===== src/rtl/serial_cla_adder_if.sv =====
// Handshake and operand/result bundle for serial_cla_adder.
// master drives the request side, slave (the adder) drives results.
interface serial_cla_adder_if #(
    parameter int WIDTH = 16
);
    logic             start;
    logic [WIDTH-1:0] a;
    logic [WIDTH-1:0] b;
    logic             cin;
    logic             busy;
    logic             done;
    logic [WIDTH-1:0] sum;
    logic             cout;
    logic             ovf;

    modport master (
        output start, a, b, cin,
        input  busy, done, sum, cout, ovf
    );

    modport slave (
        input  start, a, b, cin,
        output busy, done, sum, cout, ovf
    );
endinterface


===== src/rtl/serial_cla_adder.sv =====
// Serial adder: one 4-bit carry-lookahead slice reused over WIDTH/4 cycles.
// Optional signed overflow flag enabled by defining SERIAL_CLA_OVF_EN.
module serial_cla_adder #(
    parameter int WIDTH = 16
) (
    input logic               clk,
    input logic               rst,
    serial_cla_adder_if.slave bus
);
    localparam int NIB = WIDTH / 4;
    localparam int IW  = (NIB > 1) ? $clog2(NIB) : 1;

    if ((WIDTH % 4 != 0) || (WIDTH < 8)) begin : g_bad_width
        $error("serial_cla_adder: WIDTH must be a multiple of 4 and >= 8");
    end

    typedef enum logic [1:0] {
        IDLE,
        ADD,
        DONE
    } state_t;

    state_t           state;
    state_t           state_n;
    logic [WIDTH-1:0] a_q;
    logic [WIDTH-1:0] b_q;
    logic [WIDTH-1:0] sum_q;
    logic             carry_q;
    logic             cout_q;
    logic [IW-1:0]    idx;
    logic             last;

    logic [3:0] na;
    logic [3:0] nb;
    logic [3:0] g;
    logic [3:0] p;
    logic [4:0] c;
    logic [3:0] s;

    assign last = (idx == IW'(NIB - 1));

    // Lookahead slice over the nibble currently selected by idx.
    always_comb begin
        na   = a_q[4*idx +: 4];
        nb   = b_q[4*idx +: 4];
        g    = na & nb;
        p    = na ^ nb;
        c[0] = carry_q;
        c[1] = g[0] | (p[0] & c[0]);
        c[2] = g[1] | (p[1] & g[0]) | (p[1] & p[0] & c[0]);
        c[3] = g[2] | (p[2] & g[1]) | (p[2] & p[1] & g[0])
             | (p[2] & p[1] & p[0] & c[0]);
        c[4] = g[3] | (p[3] & g[2]) | (p[3] & p[2] & g[1])
             | (p[3] & p[2] & p[1] & g[0])
             | (p[3] & p[2] & p[1] & p[0] & c[0]);
        s    = p ^ c[3:0];
    end

    // Next-state logic; start is only honoured from IDLE.
    always_comb begin
        state_n = state;
        case (state)
            IDLE:    if (bus.start) state_n = ADD;
            ADD:     if (last) state_n = DONE;
            DONE:    state_n = IDLE;
            default: state_n = IDLE;
        endcase
    end

    // State register.
    always_ff @(posedge clk) begin
        if (rst) state <= IDLE;
        else     state <= state_n;
    end

`ifdef SERIAL_CLA_OVF_EN
    logic ovf_q;

    // Signed overflow from the top slice, captured with cout.
    always_ff @(posedge clk) begin
        if (rst) ovf_q <= 1'b0;
        else if ((state == ADD) && last) ovf_q <= c[4] ^ c[3];
    end

    assign bus.ovf = ovf_q;
`else
    assign bus.ovf = 1'b0;
`endif

    // Operand capture, per-nibble result write-back and carry chaining.
    always_ff @(posedge clk) begin
        if (rst) begin
            a_q     <= '0;
            b_q     <= '0;
            sum_q   <= '0;
            carry_q <= 1'b0;
            cout_q  <= 1'b0;
            idx     <= '0;
        end else begin
            case (state)
                IDLE: begin
                    if (bus.start) begin
                        a_q     <= bus.a;
                        b_q     <= bus.b;
                        carry_q <= bus.cin;
                        idx     <= '0;
                    end
                end
                ADD: begin
                    sum_q[4*idx +: 4] <= s;
                    carry_q           <= c[4];
                    idx               <= idx + 1'b1;
                    if (last) cout_q <= c[4];
                end
                default: ;
            endcase
        end
    end

    assign bus.busy = (state != IDLE);
    assign bus.done = (state == DONE);
    assign bus.sum  = sum_q;
    assign bus.cout = cout_q;
endmodule

===== src/flat_wrapper.sv =====
// flat-port wrapper written by rule: the top's interface ports become plain ports
module serial_cla_adder_flat 
#(
    parameter int WIDTH = 16
)
  (clk, rst, bus_start, bus_a, bus_b, bus_cin, bus_busy, bus_done, bus_sum, bus_cout, bus_ovf);
  serial_cla_adder_if #(.WIDTH(WIDTH)) bus_i ();
  input logic clk;
  input logic rst;
  input wire logic [$bits(bus_i.start)-1:0] bus_start;
  input wire logic [$bits(bus_i.a)-1:0] bus_a;
  input wire logic [$bits(bus_i.b)-1:0] bus_b;
  input wire logic [$bits(bus_i.cin)-1:0] bus_cin;
  output wire logic [$bits(bus_i.busy)-1:0] bus_busy;
  output wire logic [$bits(bus_i.done)-1:0] bus_done;
  output wire logic [$bits(bus_i.sum)-1:0] bus_sum;
  output wire logic [$bits(bus_i.cout)-1:0] bus_cout;
  output wire logic [$bits(bus_i.ovf)-1:0] bus_ovf;
  assign bus_i.start = bus_start;
  assign bus_i.a = bus_a;
  assign bus_i.b = bus_b;
  assign bus_i.cin = bus_cin;
  assign bus_busy = bus_i.busy;
  assign bus_done = bus_i.done;
  assign bus_sum = bus_i.sum;
  assign bus_cout = bus_i.cout;
  assign bus_ovf = bus_i.ovf;
  serial_cla_adder #(.WIDTH(WIDTH)) u_core (.clk(clk), .rst(rst), .bus(bus_i));
endmodule

===== config.mk =====
export PLATFORM = sky130hd
export DESIGN_NAME = serial_cla_adder_flat
export DESIGN_NICKNAME = d
export VERILOG_FILES = /design/src/rtl/serial_cla_adder_if.sv /design/src/rtl/serial_cla_adder.sv /design/src/flat_wrapper.sv
export SDC_FILE = /design/constraint.sdc
export NUM_CORES = 1
export LEC_CHECK = 0
export ABC_AREA = 1
export ABC_CLOCK_PERIOD_IN_PS = 4600
export CORE_ASPECT_RATIO = 1.25
export CORE_UTILIZATION = 45
export CTS_CLUSTER_SIZE = 25
export DETAILED_ROUTE_END_ITERATION = 16
export DONT_BUFFER_PORTS = 1
export PLACE_DENSITY = 0.63
export RECOVER_POWER = 100
export SLEW_MARGIN = 20
export SYNTH_ARGS = -nofsm -noshare
export SYNTH_HDL_FRONTEND = slang
export SYNTH_SLANG_ARGS = --single-unit

===== constraint.sdc =====
create_clock -name clk -period 4.6 [get_ports clk]
set_clock_uncertainty 0.05 [all_clocks]
set_input_delay 0.92 -clock clk [delete_from_list [all_inputs] [get_ports clk]]
set_output_delay 0.92 -clock clk [all_outputs]
set_load 0.05 [all_outputs]

; ---- Yosys cells after proc, flatten, opt, wreduce, memory -nomap -nowiden
; Index checks and enable logic that the tools add are counted.
[op_classes]
addsub = 2
n_mul = 0
div_mod_pow = 0
order_cmp = 0
eq_ne = 5
n_shift = 4
mux = 8
bitwise_logic = 29
n_reduce_logical = 7
[op_table]
columns = cell, count
row1 = $neg 4->34, 1
row2 = $shift 4x34->16 const A, 1
row3 = $shiftx 4x34->16, 1
row4 = $shiftx 16x5->4, 2
row5 = $and 1x1->1, 16
row6 = $bwmux 16, 1
row7 = $or 1x1->1, 10
row8 = $pmux 2 s2, 2
row9 = $reduce_and 2->1, 4
row10 = $xor 4x4->4, 2
row11 = $mux 2, 3
row12 = $and 4x4->4, 1
row13 = $eq 2x2->1 const B, 2
row14 = $reduce_bool 2->1, 2
row15 = $add 2x1->2 const B, 1
row16 = $eq 2x1->1 const B, 1
row17 = $logic_not 2->1, 1
row18 = $ne 2x1->1 const B, 1
row19 = $ne 2x2->1 const B, 1
row20 = $pmux 1 s2, 1
row21 = $mux 1, 1
[totals]
ff_bits = 54
latch_bits = 0
ram_bits = 0
romBits = 0
mem_count = 0

; ---- Depth between registers and ports, before layout
[depth]
word_depth = 9
depth_mapped = 14
ltp_nobuf = 13

; ---- Least setup slack after synthesis
; No wires, ideal clock.
[synth_path]
path_kind = register -> register
from = register u_core.idx[0]
to = register u_core.sum_q[14], in the netlist u_core.bus.sum[14]
setup_time_ns = 0.071
arrival_ns = 2.120
slack_ns = 2.359
stages_incl_launch_ff = 12
cell_sequence = dfxtp_1 > clkbuf_1 > buf_2 > nor2_1 > o22ai_1 > ha_1 > nand3_1 > nand3_1 > xor2_1 > nor2_1 > nand3_1 > a21oi_1
[synth_via]
elab_chain_len = 9
[synth_rtl]
columns = item, line
row1 = start: declaration, serial_cla_adder.sv:30  ; logic [IW-1:0] idx;
row2 = start signal: assignment, serial_cla_adder.sv:112  ; idx <= idx + 1'b1;
row3 = "$shiftx 16x5->4, on equally long branches", "serial_cla_adder.sv:44, serial_cla_adder.sv:45"
row4 = $xor 4x4->4 / $and 4x4->4 (equally long branches), "serial_cla_adder.sv:47, serial_cla_adder.sv:46"
row5 = "$and 1x1->1, on equally long branches", "serial_cla_adder.sv:51, serial_cla_adder.sv:52"
row6 = $or 1x1->1 (tied with other cells), serial_cla_adder.sv:51  ; c[3] = g[2] | (p[2] & g[1]) | (p[2] & p[1] & g[0])
row7 = $or 1x1->1 / $and 1x1->1 (equally long branches), "serial_cla_adder.sv:51, serial_cla_adder.sv:52"
row8 = $or 1x1->1, serial_cla_adder.sv:52  ; | (p[2] & p[1] & p[0] & c[0]);
row9 = $xor 4x4->4, serial_cla_adder.sv:56  ; s = p ^ c[3:0];
row10 = $shiftx 4x34->16, serial_cla_adder.sv:110  ; sum_q[4*idx +: 4] <= s;
row11 = $bwmux 16 *, serial_cla_adder.sv:110
row12 = end signal: indexed assignment, serial_cla_adder.sv:110
row13 = end: declaration, serial_cla_adder.sv:27  ; logic [WIDTH-1:0] sum_q;
; Every way passes the cells marked *; elsewhere a longest branch is shown, timed or not.
; A chain may end at the register's enable or synchronous reset.

; ---- Worst setup path in the final report
[layout_path]
from = register u_core.idx[0]
to = register u_core.sum_q[7], in the netlist u_core.bus.sum[7]
; The elaborated chain is that of the path after synthesis.

==> flow_summary.json <==
{
  "fin_crit_sh": 0.686,
  "power_density_nw_per_um2": 374,
  "max-vdd-ir-drop_v": 0.000152,
  "grt_max_degree": 36,
  "crit_path_start_kind": "register",
  "drt_first_iter_violations": 126,
  "post_synth.cell_area_avg_sq_um": 7.41,
  "final_layout_size_suffix_gt1_frac": 0.0432,
  "clock_sink_count": 54,
  "cap_viol_max_count": 0,
  "crit_chain": "inv_1 -> o21ai_0 -> o22ai_1 -> ha_1 -> nand2_1 -> nand2_1 -> nor2_1 -> nand2_1 -> nand2_1 -> nand3_1 -> nor2_1 -> nand2_1 -> a21oi_1",
  "yosys.area_share.xor_xnor": 0.00708,
  "fillCellCount": 576,
  "synth.most_common_cell": "nor2_1",
  "portBuffers": 0,
  "muxShareOfSynthArea": 0,
  "syn_inst": 334,
  "crit_family": "simple AND/OR/NAND/NOR gates",
  "drt_drc_violations_left": 0,
  "firstDrtPassIters": 4,
  "ant_nets": 0,
  "cp_max_fo": 25,
  "synth_top_family_by_area": "simple AND/OR/NAND/NOR gates",
  "worstMarginPinSlew_ns": 1.04,
  "yosys_warnings": 0,
  "hold_class": "reg2reg",
  "ioPinCount": 56,
  "hpwl_um": 3850,
  "gr-usage-met2": 0.335,
  "synth_compound_area_frac": 0.167,
  "slew_violations": 0,
  "arrival_ns": 3.35,
  "async_flop_share": 0,
  "synth-simple-area-share": 0.264,
  "ctsRootBufferMaster": "clkbuf_8",
  "grt_pass1_wl_um": 8380,
  "first_global_vias": 1882,
  "yosys.cell_types.count": 28,
  "multi_input_area_sq_um": 1240,
  "crit_buf_inv": 1,
  "cellLeakagePower_nw": 1.02,
  "hold_buffers": 0,
  "yosys_register_bits": 54,
  "clkSlewWorstSetupHoldPaths_ns": 0.09,
  "critPathSlowestCell": "dfxtp_1",
  "cts_tree": "done",
  "rsz0062_at_grt": "no",
  "synth-edff-count": 0,
  "placementRows": 29,
  "post_cts_buffers": 0,
  "yosys.area_share.adder": 0.0637,
  "die_w_um": 68.3,
  "die_height_um": 84.9,
  "ys_seq_area_frac": 0.437,
  "cts-resized-gates": 0,
  "wl_per_cell_um": 13.3,
  "synthFlopType": "dfxtp_1",
  "max_stage_delay_ns": 0.81,
  "clock_latency_ns": 0.30,
  "numCtsBuffers": 5,
  "yosysTopAreaCell": "dfxtp_1",
  "crit_top_cell": "nand2_1",
  "fin_ws_ns": 1.45,
  "nNetsFinal": 372,
  "antenna_found_initial": 0,
  "crit_path_end_kind": "register",
  "fin_tns_setup_ns": 0,
  "status": "finished, final reports clean",
  "critical_path_required_ns": 4.79,
  "die_area_sq_um": 5800,
  "layout.area.seq_sq_um": 1080,
  "grtUsageMet1": 0.214,
  "syn-num-nets": 382,
  "grt_overflow_total": 0,
  "synthTopCellsByArea": "dfxtp_1 (44%), nor2_1 (14%), o21ai_0 (9.9%)",
  "grt.met3_usage": 0.0444,
  "cts_max_path_buffers": 2,
  "gp_congestion": 0.853,
  "diodes": 0,
  "dp_slack_ns": 1.46,
  "hold_viol": 0,
  "critPathKind": "reg2reg",
  "drt_wl_total_um": 5150,
  "fmax_mhz": 317,
  "dr_total_vias": 2010,
  "syn_to_final_growth_pct": 2.58,
  "grt_usage": 0.192,
  "initial_core_util": 0.477,
  "grt_busiest_layer": "met2",
  "yosysTopAreaCellShare": 0.437,
  "synthesis.area_sq_um": 2470,
  "setup_violations": 0,
  "max_slew_margin": 0.306,
  "drt-vias-per-instance": 5.21,
  "synth_common_cells": "nor2_1 (94), dfxtp_1 (54), o21ai_0 (49), nand2_1 (36), inv_1 (16)",
  "cts_htree_levels": 2,
  "core-area_sq_um": 5190,
  "period_needed_ns": 3.15
}
[layer usage]
metal | wire length [um] | up-vias
met4 | 138 | 0
met5 | 0 | -
met3 | 197 | 10
met1 | 2140 | 892
met2 | 2670 | 44
li1 | - | 1064
[worst min-delay path: stages (launching register included)]
cell	delay [ns]
dfxtp_1	0.33
nor2_1	0.05
nor2_1	0.08
[power by group]
part           total, mW  internal (mW)  switching, mW
Combinational      0.172         0.0600          0.112
Sequential         0.532          0.497         0.0344
Clock              0.246          0.105          0.140
Total              0.949          0.662          0.286
[through the flow]
step	cell area (sq um)	instances	utilization	power (mW)	hold slack, ns
floorplan	2470	334	-	0.687	0.399
global placement	2470	379	0.476	0.713	0.412
detailed placement	2470	379	0.476	0.717	0.423
CTS	2550	386	0.491	0.959	0.442
global route	2540	386	0.489	1.01	0.475
finish	2540	386	0.489	0.949	0.438
[final cells by class]
cell class / count / share of cell area
tap: 62 / 0.0306
inverter: 18 / 0.0266
multi-input combinational: 245 / 0.487
sequential: 54 / 0.426
clock buffer: 7 / 0.0301
[kinds of logic (layout without fill, tap and decap cells)]
kind of cell,after synthesis,after routing
xor+xnor,2,2
other cells,1,1
simple gates,152,152
compound gates,78,78
flops,54,54
fa+ha+maj,12,12
buf+inv,35,25
[sequential cells by signal, indices dropped and copies added, names as in the netlist]
signal           flops
u_core.idx           2
u_core.bus.cout      1
u_core.state         2
u_core.b_q          16
u_core.carry_q       1
u_core.a_q          16
u_core.bus.sum      16
[final timing paths]
kind | slack (ns) | start | to | cells past startpoint
worst max-delay path | 1.45 | u_core.idx[0] | u_core.bus.sum[7] | 13
worst min-delay path | 0.44 | u_core.a_q[7] | u_core.a_q[7] | 2
worst max register to register | 1.45 | u_core.idx[0] | u_core.bus.sum[7] | 13
worst min register to register | 0.44 | u_core.a_q[7] | u_core.a_q[7] | 2
[cells in the final DEF (no fill, tap or decap), types with 3 or more instances in the layout]
| cell type | instances |
|---|---|
| dfxtp_1 | 54 |
| nand2_1 | 37 |
| inv_1 | 17 |
| nor2_1 | 95 |
| clkbuf_8 | 5 |
| nand3_1 | 9 |
| a21oi_1 | 15 |
| nor2_2 | 3 |
| o22ai_1 | 8 |
| ha_1 | 11 |
| o21ai_0 | 49 |
| a22oi_1 | 3 |
Note: power is estimated with default switching activity, not from simulation.
